## config.mk

```make
export PLATFORM = sky130hd
export DESIGN_NAME = ps2_mouse_ctrl
export DESIGN_NICKNAME = d
export VERILOG_FILES = /design/src/rtl/ps2_mouse_ctrl.sv
export SDC_FILE = /design/constraint.sdc
export NUM_CORES = 1
export LEC_CHECK = 0
export BUFFER_PORTS_ARGS = -buffer_cell sky130_fd_sc_hd__buf_2
export CORE_ASPECT_RATIO = 1.75
export CORE_MARGIN = 4
export CORE_UTILIZATION = 62
export DETAILED_ROUTE_END_ITERATION = 7
export PLACE_DENSITY = 0.85
export SYNTH_ARGS = -nofsm -noshare
export SYNTH_HDL_FRONTEND = slang
export SYNTH_SLANG_ARGS = --single-unit
```

## constraint.sdc

```tcl
create_clock -name clk -period 6.6 [get_ports clk]
set_clock_uncertainty 0.15 [all_clocks]
set_input_delay 0.99 -clock clk [delete_from_list [all_inputs] [get_ports clk]]
set_output_delay 0.99 -clock clk [all_outputs]
set_load 0.05 [all_outputs]
```

## src/rtl/ps2_mouse_ctrl.sv

```systemverilog
// PS/2 mouse host sequencer: reset/enable command script, then 3-byte stream packet decode
// into a clamped cursor position. Define PS2_MOUSE_TIMEOUT_EN to add per-byte wait timeouts.
module ps2_mouse_ctrl #(
  parameter int unsigned X_MAX          = 639,
  parameter int unsigned Y_MAX          = 479,
  parameter int unsigned TIMEOUT_CYCLES = 2_500_000
) (
  input  logic       clk,
  input  logic       rst,
  input  logic       rx_done_tick,
  input  logic [7:0] rx_dout,
  input  logic       tx_done_tick,
  output logic       wr_ps2,
  output logic [7:0] din,
  output logic [9:0] mouse_x,
  output logic [9:0] mouse_y,
  output logic [2:0] buttons,
  output logic       pkt_valid,
  output logic       init_done,
  output logic [3:0] retry_cnt
);

  typedef enum logic [3:0] {
    S_RST_CMD, S_ACK1, S_BAT, S_ID, S_EN_CMD, S_ACK2, S_PKT0, S_PKT1, S_PKT2, S_UPD
  } state_t;

  localparam logic [7:0] CMD_RESET  = 8'hFF;
  localparam logic [7:0] CMD_ENABLE = 8'hF4;
  localparam logic [7:0] RSP_ACK    = 8'hFA;
  localparam logic [7:0] RSP_BAT    = 8'hAA;
  localparam logic [7:0] RSP_ID     = 8'h00;

  localparam logic signed [11:0] X_LIM  = 12'(X_MAX);
  localparam logic signed [11:0] Y_LIM  = 12'(Y_MAX);
  localparam logic [9:0]         X_HOME = 10'((X_MAX + 1) / 2);
  localparam logic [9:0]         Y_HOME = 10'((Y_MAX + 1) / 2);

  state_t state, state_nxt;
  logic   init_fail, timeout_hit;
  logic   cap_b0, cap_dx, cap_dy;

  logic [3:0] hdr_hi;   // byte0[7:4]: y ovf, x ovf, y sign, x sign
  logic [2:0] hdr_btn;  // byte0[2:0]
  logic [7:0] dx_byte, dy_byte;

  // State register
  always_ff @(posedge clk) begin
    if (rst) state <= S_RST_CMD;
    else     state <= state_nxt;
  end

  // Next state, command outputs and capture strobes
  always_comb begin
    state_nxt = state;
    init_fail = 1'b0;
    cap_b0    = 1'b0;
    cap_dx    = 1'b0;
    cap_dy    = 1'b0;
    wr_ps2    = 1'b0;
    din       = CMD_RESET;
    case (state)
      S_RST_CMD: begin
        wr_ps2 = !rst;
        din    = CMD_RESET;
        if (tx_done_tick) state_nxt = S_ACK1;
      end
      S_ACK1: begin
        if (rx_done_tick) begin
          if (rx_dout == RSP_ACK) state_nxt = S_BAT;
          else                    init_fail = 1'b1;
        end else if (timeout_hit) init_fail = 1'b1;
      end
      S_BAT: begin
        if (rx_done_tick) begin
          if (rx_dout == RSP_BAT) state_nxt = S_ID;
          else                    init_fail = 1'b1;
        end else if (timeout_hit) init_fail = 1'b1;
      end
      S_ID: begin
        if (rx_done_tick) begin
          if (rx_dout == RSP_ID) state_nxt = S_EN_CMD;
          else                   init_fail = 1'b1;
        end else if (timeout_hit) init_fail = 1'b1;
      end
      S_EN_CMD: begin
        wr_ps2 = !rst;
        din    = CMD_ENABLE;
        if (tx_done_tick) state_nxt = S_ACK2;
      end
      S_ACK2: begin
        if (rx_done_tick) begin
          if (rx_dout == RSP_ACK) state_nxt = S_PKT0;
          else                    init_fail = 1'b1;
        end else if (timeout_hit) init_fail = 1'b1;
      end
      S_PKT0: begin
        // bytes without the always-one header bit are stray; drop them to resync
        if (rx_done_tick && rx_dout[3]) begin
          cap_b0    = 1'b1;
          state_nxt = S_PKT1;
        end
      end
      S_PKT1: begin
        if (rx_done_tick) begin
          cap_dx    = 1'b1;
          state_nxt = S_PKT2;
        end else if (timeout_hit) state_nxt = S_PKT0;
      end
      S_PKT2: begin
        if (rx_done_tick) begin
          cap_dy    = 1'b1;
          state_nxt = S_UPD;
        end else if (timeout_hit) state_nxt = S_PKT0;
      end
      S_UPD:   state_nxt = S_PKT0;
      default: state_nxt = S_RST_CMD;
    endcase
    if (init_fail) state_nxt = S_RST_CMD;
  end

`ifdef PS2_MOUSE_TIMEOUT_EN
  localparam int unsigned TO_W = (TIMEOUT_CYCLES > 2) ? $clog2(TIMEOUT_CYCLES) : 1;

  logic [TO_W-1:0] to_cnt;
  logic            to_wait;

  assign to_wait = (state == S_ACK1) || (state == S_BAT) || (state == S_ID) ||
                   (state == S_ACK2) || (state == S_PKT1) || (state == S_PKT2);

  // Per-byte wait counter, restarted by any byte or state change
  always_ff @(posedge clk) begin
    if (rst || !to_wait || rx_done_tick || (state_nxt != state)) to_cnt <= '0;
    else                                                         to_cnt <= to_cnt + TO_W'(1);
  end

  assign timeout_hit = to_wait && (to_cnt == TO_W'(TIMEOUT_CYCLES - 1));
`else
  // Wait states never expire in this build
  assign timeout_hit = (TIMEOUT_CYCLES == 0) && 1'b0;
`endif

  logic signed [10:0] dx, dy;
  logic signed [11:0] x_sum, y_sum;
  logic [9:0]         x_new, y_new;

  // Packet arithmetic: 9-bit two's complement deltas, overflow forces zero, clamp to screen
  always_comb begin
    dx    = hdr_hi[2] ? 11'sd0 : $signed({{2{hdr_hi[0]}}, hdr_hi[0], dx_byte});
    dy    = hdr_hi[3] ? 11'sd0 : $signed({{2{hdr_hi[1]}}, hdr_hi[1], dy_byte});
    x_sum = $signed({2'b00, mouse_x}) + $signed({dx[10], dx});
    y_sum = $signed({2'b00, mouse_y}) - $signed({dy[10], dy});
    if (x_sum < 12'sd0)      x_new = 10'd0;
    else if (x_sum > X_LIM)  x_new = X_LIM[9:0];
    else                     x_new = x_sum[9:0];
    if (y_sum < 12'sd0)      y_new = 10'd0;
    else if (y_sum > Y_LIM)  y_new = Y_LIM[9:0];
    else                     y_new = y_sum[9:0];
  end

  // Packet capture, cursor/button update and status registers
  always_ff @(posedge clk) begin
    if (rst) begin
      hdr_hi    <= '0;
      hdr_btn   <= '0;
      dx_byte   <= '0;
      dy_byte   <= '0;
      mouse_x   <= X_HOME;
      mouse_y   <= Y_HOME;
      buttons   <= '0;
      pkt_valid <= 1'b0;
      init_done <= 1'b0;
      retry_cnt <= '0;
    end else begin
      pkt_valid <= 1'b0;
      if (cap_b0) begin
        hdr_hi  <= rx_dout[7:4];
        hdr_btn <= rx_dout[2:0];
      end
      if (cap_dx) dx_byte <= rx_dout;
      if (cap_dy) dy_byte <= rx_dout;
      if (state == S_UPD) begin
        mouse_x   <= x_new;
        mouse_y   <= y_new;
        buttons   <= hdr_btn;
        pkt_valid <= 1'b1;
      end
      if (init_fail && (retry_cnt != 4'hF)) retry_cnt <= retry_cnt + 4'd1;
      init_done <= (state_nxt == S_PKT0) || (state_nxt == S_PKT1) ||
                   (state_nxt == S_PKT2) || (state_nxt == S_UPD);
    end
  end

endmodule

```

==> qor.csv, run 1 <==
metric;value;unit
grt-ovfl-total;0;
cts_sinks;56;
setup_viol;0;
dr.pass1.iters;5;
drive_gt1_share;14.0;%
syn2layout_area_growth;9.01;%
ir_drop;0.216;mV
fin_nets;500;
slew_viol_final;0;
wire_per_inst;15.6;um
io_pins;50;
syn_area;0.00358;sq mm
cts_setup_buffers;0;
p_sw;0.152;mW
drv_cap;0;
clk-insertion-delay-late;320;ps
synth_top_cell_by_area;dfxtp_1;
cts_resized;0;
initial_utilization;64.1;%
fin_crit;3240;ps
synthCells;427;
fin_setup_tns;0;ps
yosys_warnings;0;
ant_nets;0;
drc;0;
timing.rr.start;state[3]$_SDFF_PP0_;
ys_seq_elements;56;
grt_max_degree;44;
p_seq_share;59.2;%
synth_common_cells;56 x dfxtp_1, 51 x nand2_1, 35 x nor2_1;
die_height;109;um
comb_power_share;6.1;%
cts_tree;yes;
status;finished clean;
slowest_delay;550;ps
antenna_cells;0;
critical-path-top-delay-family;simple AND/OR/NAND/NOR gates;
place_hpwl;6530;um
synth_seq_area_share;31.3;%
post-route-period-util;49.1;%
clk_path_buf_depth;2;
totalWireLength;8410;um
numPortBuffers;44;
p_total;0.577;mW
power.leakage;1.60;nW
start_kind;register;
grt_usage;25.5;%
hold_viol_final;0;
holdCritStartpoint;dx_byte[6]$_SDFFE_PP0P_;
htreeDepth;2;
netlist.area_leader.share;31.3;%
antenna_found_initial;0;
synth_edf_count;0;
synth_area_leaders;dfxtp_1 31%, ha_1 8.4%, nand2_1 5.3%;
cts_made_buffers;5;
worstSetupStartpoint;state[3]$_SDFF_PP0_;
worstPathCellList;nor2b_1, nand3b_1, nor2_1, inv_1, nor3b_2, o21a_1, a221o_1;
tightest_slew;782;ps
clkPwrFrac;34.7;%
cp.arrival;3360;ps
drt_iter0_markers;219;
swShare;26.3;%
cp-end-kind;register;
yosys.cell_count.top_type;dfxtp_1;
syn-mean-instance-area;8.39;sq um
p_int;0.425;mW
min_path_type;reg -> reg;
cts_root_buffer;clkbuf_8;
cts_hold_buffers;0;
synthFlopType;dfxtp_1;
place_congestion;0.904;
worstPathBufferInverterCount;1;
max_freq;309;MHz
slew_headroom;47.8;%
crit_required;6720;ps
hold-worst-slack;309;ps
fp-row-count;36;
rsz0062_at_grt;no;
die_x;65.5;um
core;0.00559;sq mm
dieArea;0.00711;sq mm
ys_types;70;
p_per_area;148;mW/mm^2
vias_per_cell;5.99;
ys_async_sr_fraction;0;%
path_class;reg -> reg;
clkTransAtPathRegs;110;ps
slowest_stage;nand3b_1;
vias;3229;
crit_fanout;15;
grt_pass1_vias;3136;
grt_pass1_wl;14200;um
-- cells in the final DEF (no fill, tap or decap), types with 3 or more instances in the layout --
cell and n:
nor2_1 35, a21oi_1 31, o21ai_1 5, or3_1 3, a21o_1 3, nand2_1 51, nand3_1 7, a31oi_1 3
xor2_1 7, conb_1 5, a22o_1 3, xnor2_1 14, o21a_1 3, a32oi_1 3, o211ai_1 7, a211oi_1 4
o21ai_0 7, mux2i_1 15, nand4_1 4, and3_1 3, nor2b_1 18, nand2b_1 15, ha_1 24, a221o_1 7
inv_1 19, nor3b_1 3, buf_2 44, nor3_1 6, clkbuf_8 5, dfxtp_1 56
-- registers in the layout (all words and copies together), names as in the netlist --
| name | flops |
|---|---|
| state | 4 |
| mouse_x | 10 |
| buttons | 3 |
| dy_byte | 8 |
| hdr_hi | 4 |
| retry_cnt | 4 |
| hdr_btn | 3 |
| init_done | 1 |
| dx_byte | 8 |
| pkt_valid | 1 |
| mouse_y | 10 |
-- final cells by class --
| type | instances | area (sq um) |
|---|---|---|
| inverters | 19 | 71.3 |
| clock buffers | 5 | 68.8 |
| flip-flops and latches | 56 | 1120 |
| multi-input cells | 336 | 2300 |
| clock inverters | 3 | 26.3 |
| well taps | 76 | 95.1 |
| fillers | 489 | 1680 |
| repair buffers | 44 | 220 |
-- cells by family (layout without fill, tap and decap cells) --
family	Yosys count	count (layout)	synth area share, %
compound gates	102	102	20.5
other cells	1	5	0.105
flops	56	56	31.3
buf+inv	39	71	4.85
xor+xnor	21	21	5.13
mux	15	15	4.19
fa+ha+maj	26	26	9.50
simple gates	167	167	24.5
-- final timing paths --
kind | slack (ps) | to | cells after the start
worst max-delay path | 3360 | mouse_x[2]$_SDFFE_PP0P_ | 7
worst min-delay path | 310 | dx_byte[6]$_SDFFE_PP0P_ | 2
worst min register to register | 310 | dx_byte[6]$_SDFFE_PP0P_ | 2
worst max register to register | 3360 | mouse_x[2]$_SDFFE_PP0P_ | 7
-- tightest hold or removal path: stages (launching register included) --
cell and delay, ps:
dfxtp_1 320, nand2_1 50, a21oi_1 50
-- routing by layer --
layer  up-vias  share of wire (%)  global-route usage, %
met5         -                  0                      0
met4         0                4.4                   13.9
met3        38                5.3                   4.16
met2       123                 52                   45.9
met1      1485                 38                   27.6
li1       1583                  -                      -
-- per-stage QoR --
step / utilization [%] / setup WS (ps) / instance area [sq um] / instances
2_1_floorplan: - / 2670 / 3600 / 431
3_3_place_gp: 68.2 / 3500 / 3810 / 531
3_5_place_dp: 68.2 / 3460 / 3810 / 531
4_1_cts: 69.9 / 3380 / 3910 / 539
5_1_grt: 69.9 / 3110 / 3910 / 539
6_report: 69.9 / 3360 / 3910 / 539
-- power by group through the flow --
stage | logic (mW) | clock network, mW | registers, mW
3_5_place_dp | 0.0350 | 0 | 0.349
4_1_cts | 0.0351 | 0.205 | 0.342
3_3_place_gp | 0.0348 | 0 | 0.349
6_report | 0.0352 | 0.200 | 0.342
5_1_grt | 0.0380 | 0.216 | 0.342
2_1_floorplan | 0.0251 | 0 | 0.350
(Power assumes the default switching activity.)
==> run 2: changes to the inputs <==
--- a/config.mk
+++ b/config.mk
@@ -8,9 +8,9 @@
 export BUFFER_PORTS_ARGS = -buffer_cell sky130_fd_sc_hd__buf_2
 export CORE_ASPECT_RATIO = 1.75
 export CORE_MARGIN = 4
-export CORE_UTILIZATION = 62
+export CORE_UTILIZATION = 58
 export DETAILED_ROUTE_END_ITERATION = 7
-export PLACE_DENSITY = 0.85
+export PLACE_DENSITY = 0.8
 export SYNTH_ARGS = -nofsm -noshare
 export SYNTH_HDL_FRONTEND = slang
 export SYNTH_SLANG_ARGS = --single-unit
==> constraint.sdc (replaced) <==
create_clock -name clk -period 3.3 [get_ports clk]
set_clock_uncertainty 0.15 [all_clocks]
set_input_delay 0.495 -clock clk [delete_from_list [all_inputs] [get_ports clk]]
set_output_delay 0.495 -clock clk [all_outputs]
set_load 0.05 [all_outputs]
==> run 2 against run 1 <==
Utilization shrank 2.9 points; worst setup slack lost 3100 ps; count of clock-buffer cells in the layout is the same; wire length grew 1.4%; critical path depth grew 4; non-clock buffer count grew 6; register-to-register slack lost 3100 ps; combinational power grew 100%; first-iteration DRC count shrank 14%; hold slack lost 9.0 ps; sequential power grew 100%; critical endpoint is now mouse_x[6]$_SDFFE_PP1P_; largest cell class unchanged; highest routed layer unchanged.
==> qor.csv, run 2 (synthesis gave the netlist of run 1 again) <==
metric;value;unit
status;finished clean;
cp.arrival;3120;ps
syn2layout_area_growth;10.8;%
slew_viol_final;0;
place_hpwl;6630;um
placed_area;0.00386;sq mm
clkTransAtPathRegs;100;ps
htreeDepth;2;
cts_root_buffer;clkbuf_8;
top_layer_used;met4;
vias_per_cell;6.02;
drc;0;
cp_common_cell;nor2b_1;
cts_sinks;56;
max_freq;329;MHz
final_common_cell;dfxtp_1;
antenna_found_initial;0;
vias;3292;
power.leakage;1.64;nW
cts_setup_buffers;0;
totalWireLength;8530;um
initial_utilization;60.5;%
worstPathBufferInverterCount;1;
numPortBuffers;44;
clk_path_buf_depth;2;
slowest_delay;500;ps
fill_cells;552;
rsz0062_at_grt;no;
start_kind;register;
top_regs;mouse_x x10, mouse_y x10;
die_height;112;um
dieArea;0.00755;sq mm
min_path_cells;3;
drt_iter0_markers;189;
hold_viol_final;0;
core;0.00593;sq mm
cts_resized;0;
grt_usage;24.3;%
cts_made_buffers;5;
slew_headroom;52.7;%
path_class;reg -> reg;
drive_gt1_share;15.4;%
io_pins;50;
crit_required;3380;ps
setup_viol;0;
cts_tree;yes;
hold-worst-slack;300;ps
fin_crit;3040;ps
worstPathCellList;nor2b_1, ha_1, inv_1, fa_1, nor2b_1, o211ai_1, a41oi_1, o21ai_0, a2bb2oi_1, or4_1, a21boi_1;
dr.pass1.iters;4;
drv_cap;0;
fin_nets;506;
place_congestion;0.893;
clk-insertion-delay-late;320;ps
dp_cells;539;
p_per_area;307;mW/mm^2
grt_max_degree;32;
seq_area;0.00112;sq mm
grt_pass1_wl;14500;um
fin_area;0.00397;sq mm
final_cells;547;
reg2reg_slack;260;ps
cp-end-kind;register;
critical-path-top-delay-family;compound AO/OA/AOI/OAI gates;
cts_hold_buffers;0;
layout_common_cells;55 x dfxtp_1, 51 x nand2_1, 44 x buf_2;
wl_met2;4500;um
slowest_stage;or4_1;
ant_nets;0;
crit_fanout;10;
wire_per_inst;15.6;um
grt_pass1_vias;3281;
antenna_cells;0;
fin_setup_tns;0;ps
cp_num_cells;11;
grt-ovfl-total;0;
min_path_type;in -> reg;
ir_drop;0.356;mV
wl_met3;344;um
r2r_cells;11;
m1WireLength;3330;um
fp-row-count;37;
post-route-period-util;92.2;%
multiInputGateArea;0.00230;sq mm
tightest_slew;707;ps
die_x;67.4;um
==> run 2: cell count changes in the layout (fill, tap and decap cells not counted) <==
cell and change:
buf_4 +6, bufinv_16 +1, clkinv_2 +1, clkinv_4 -2
clkinvlp_4 +1, dfxtp_1 -1, dfxtp_2 +1, inv_6 -1
==> run 2: power breakdown <==
part / internal, mW / switching, mW / total (mW)
Sequential: 0.677 / 0.00544 / 0.683
Clock: 0.225 / 0.239 / 0.464
Combinational: 0.0182 / 0.0533 / 0.0715
Total: 0.921 / 0.298 / 1.22
==> run 2: cell type report <==
type	count	area share [%]
inverter	19	1.80
multi-input combinational	336	58.0
timing repair buffer	50	6.68
clock inverter	3	1.07
clock buffer	5	1.73
sequential	56	28.3
tap	78	2.46
==> run 2: layer usage <==
metal / track usage [%] / up-vias
li1: - / 1598
met1: 25.8 / 1580
met2: 42.5 / 87
met3: 4.14 / 27
met4: 14.9 / 0
met5: 0 / -
==> run 2: path summary, 6_finish.rpt <==
path / start / endpoint
hold / removal: rx_dout[3] / dx_byte[3]$_SDFFE_PP0P_
setup reg to reg: hdr_hi[2]$_SDFFE_PP0P_ / mouse_x[6]$_SDFFE_PP1P_
hold reg to reg: dx_byte[4]$_SDFFE_PP0P_ / dx_byte[4]$_SDFFE_PP0P_
setup / recovery: hdr_hi[2]$_SDFFE_PP0P_ / mouse_x[6]$_SDFFE_PP1P_
==> run 2: tightest hold or removal path, cell delays in order <==
cell,delay [ps]
buf_2,130
nand2_1,60
a21oi_1,50
==> run 2: metrics by stage <==
step / power [mW] / utilization (%) / worst slack [ps]
6_report: 1.22 / 67.0 / 257
5_1_grt: 1.26 / 67.0 / 39.7
4_1_cts: 1.23 / 67.0 / 202
2_1_floorplan: 0.750 / - / 240
3_5_place_dp: 0.769 / 65.1 / 239
3_3_place_gp: 0.769 / 65.1 / 286
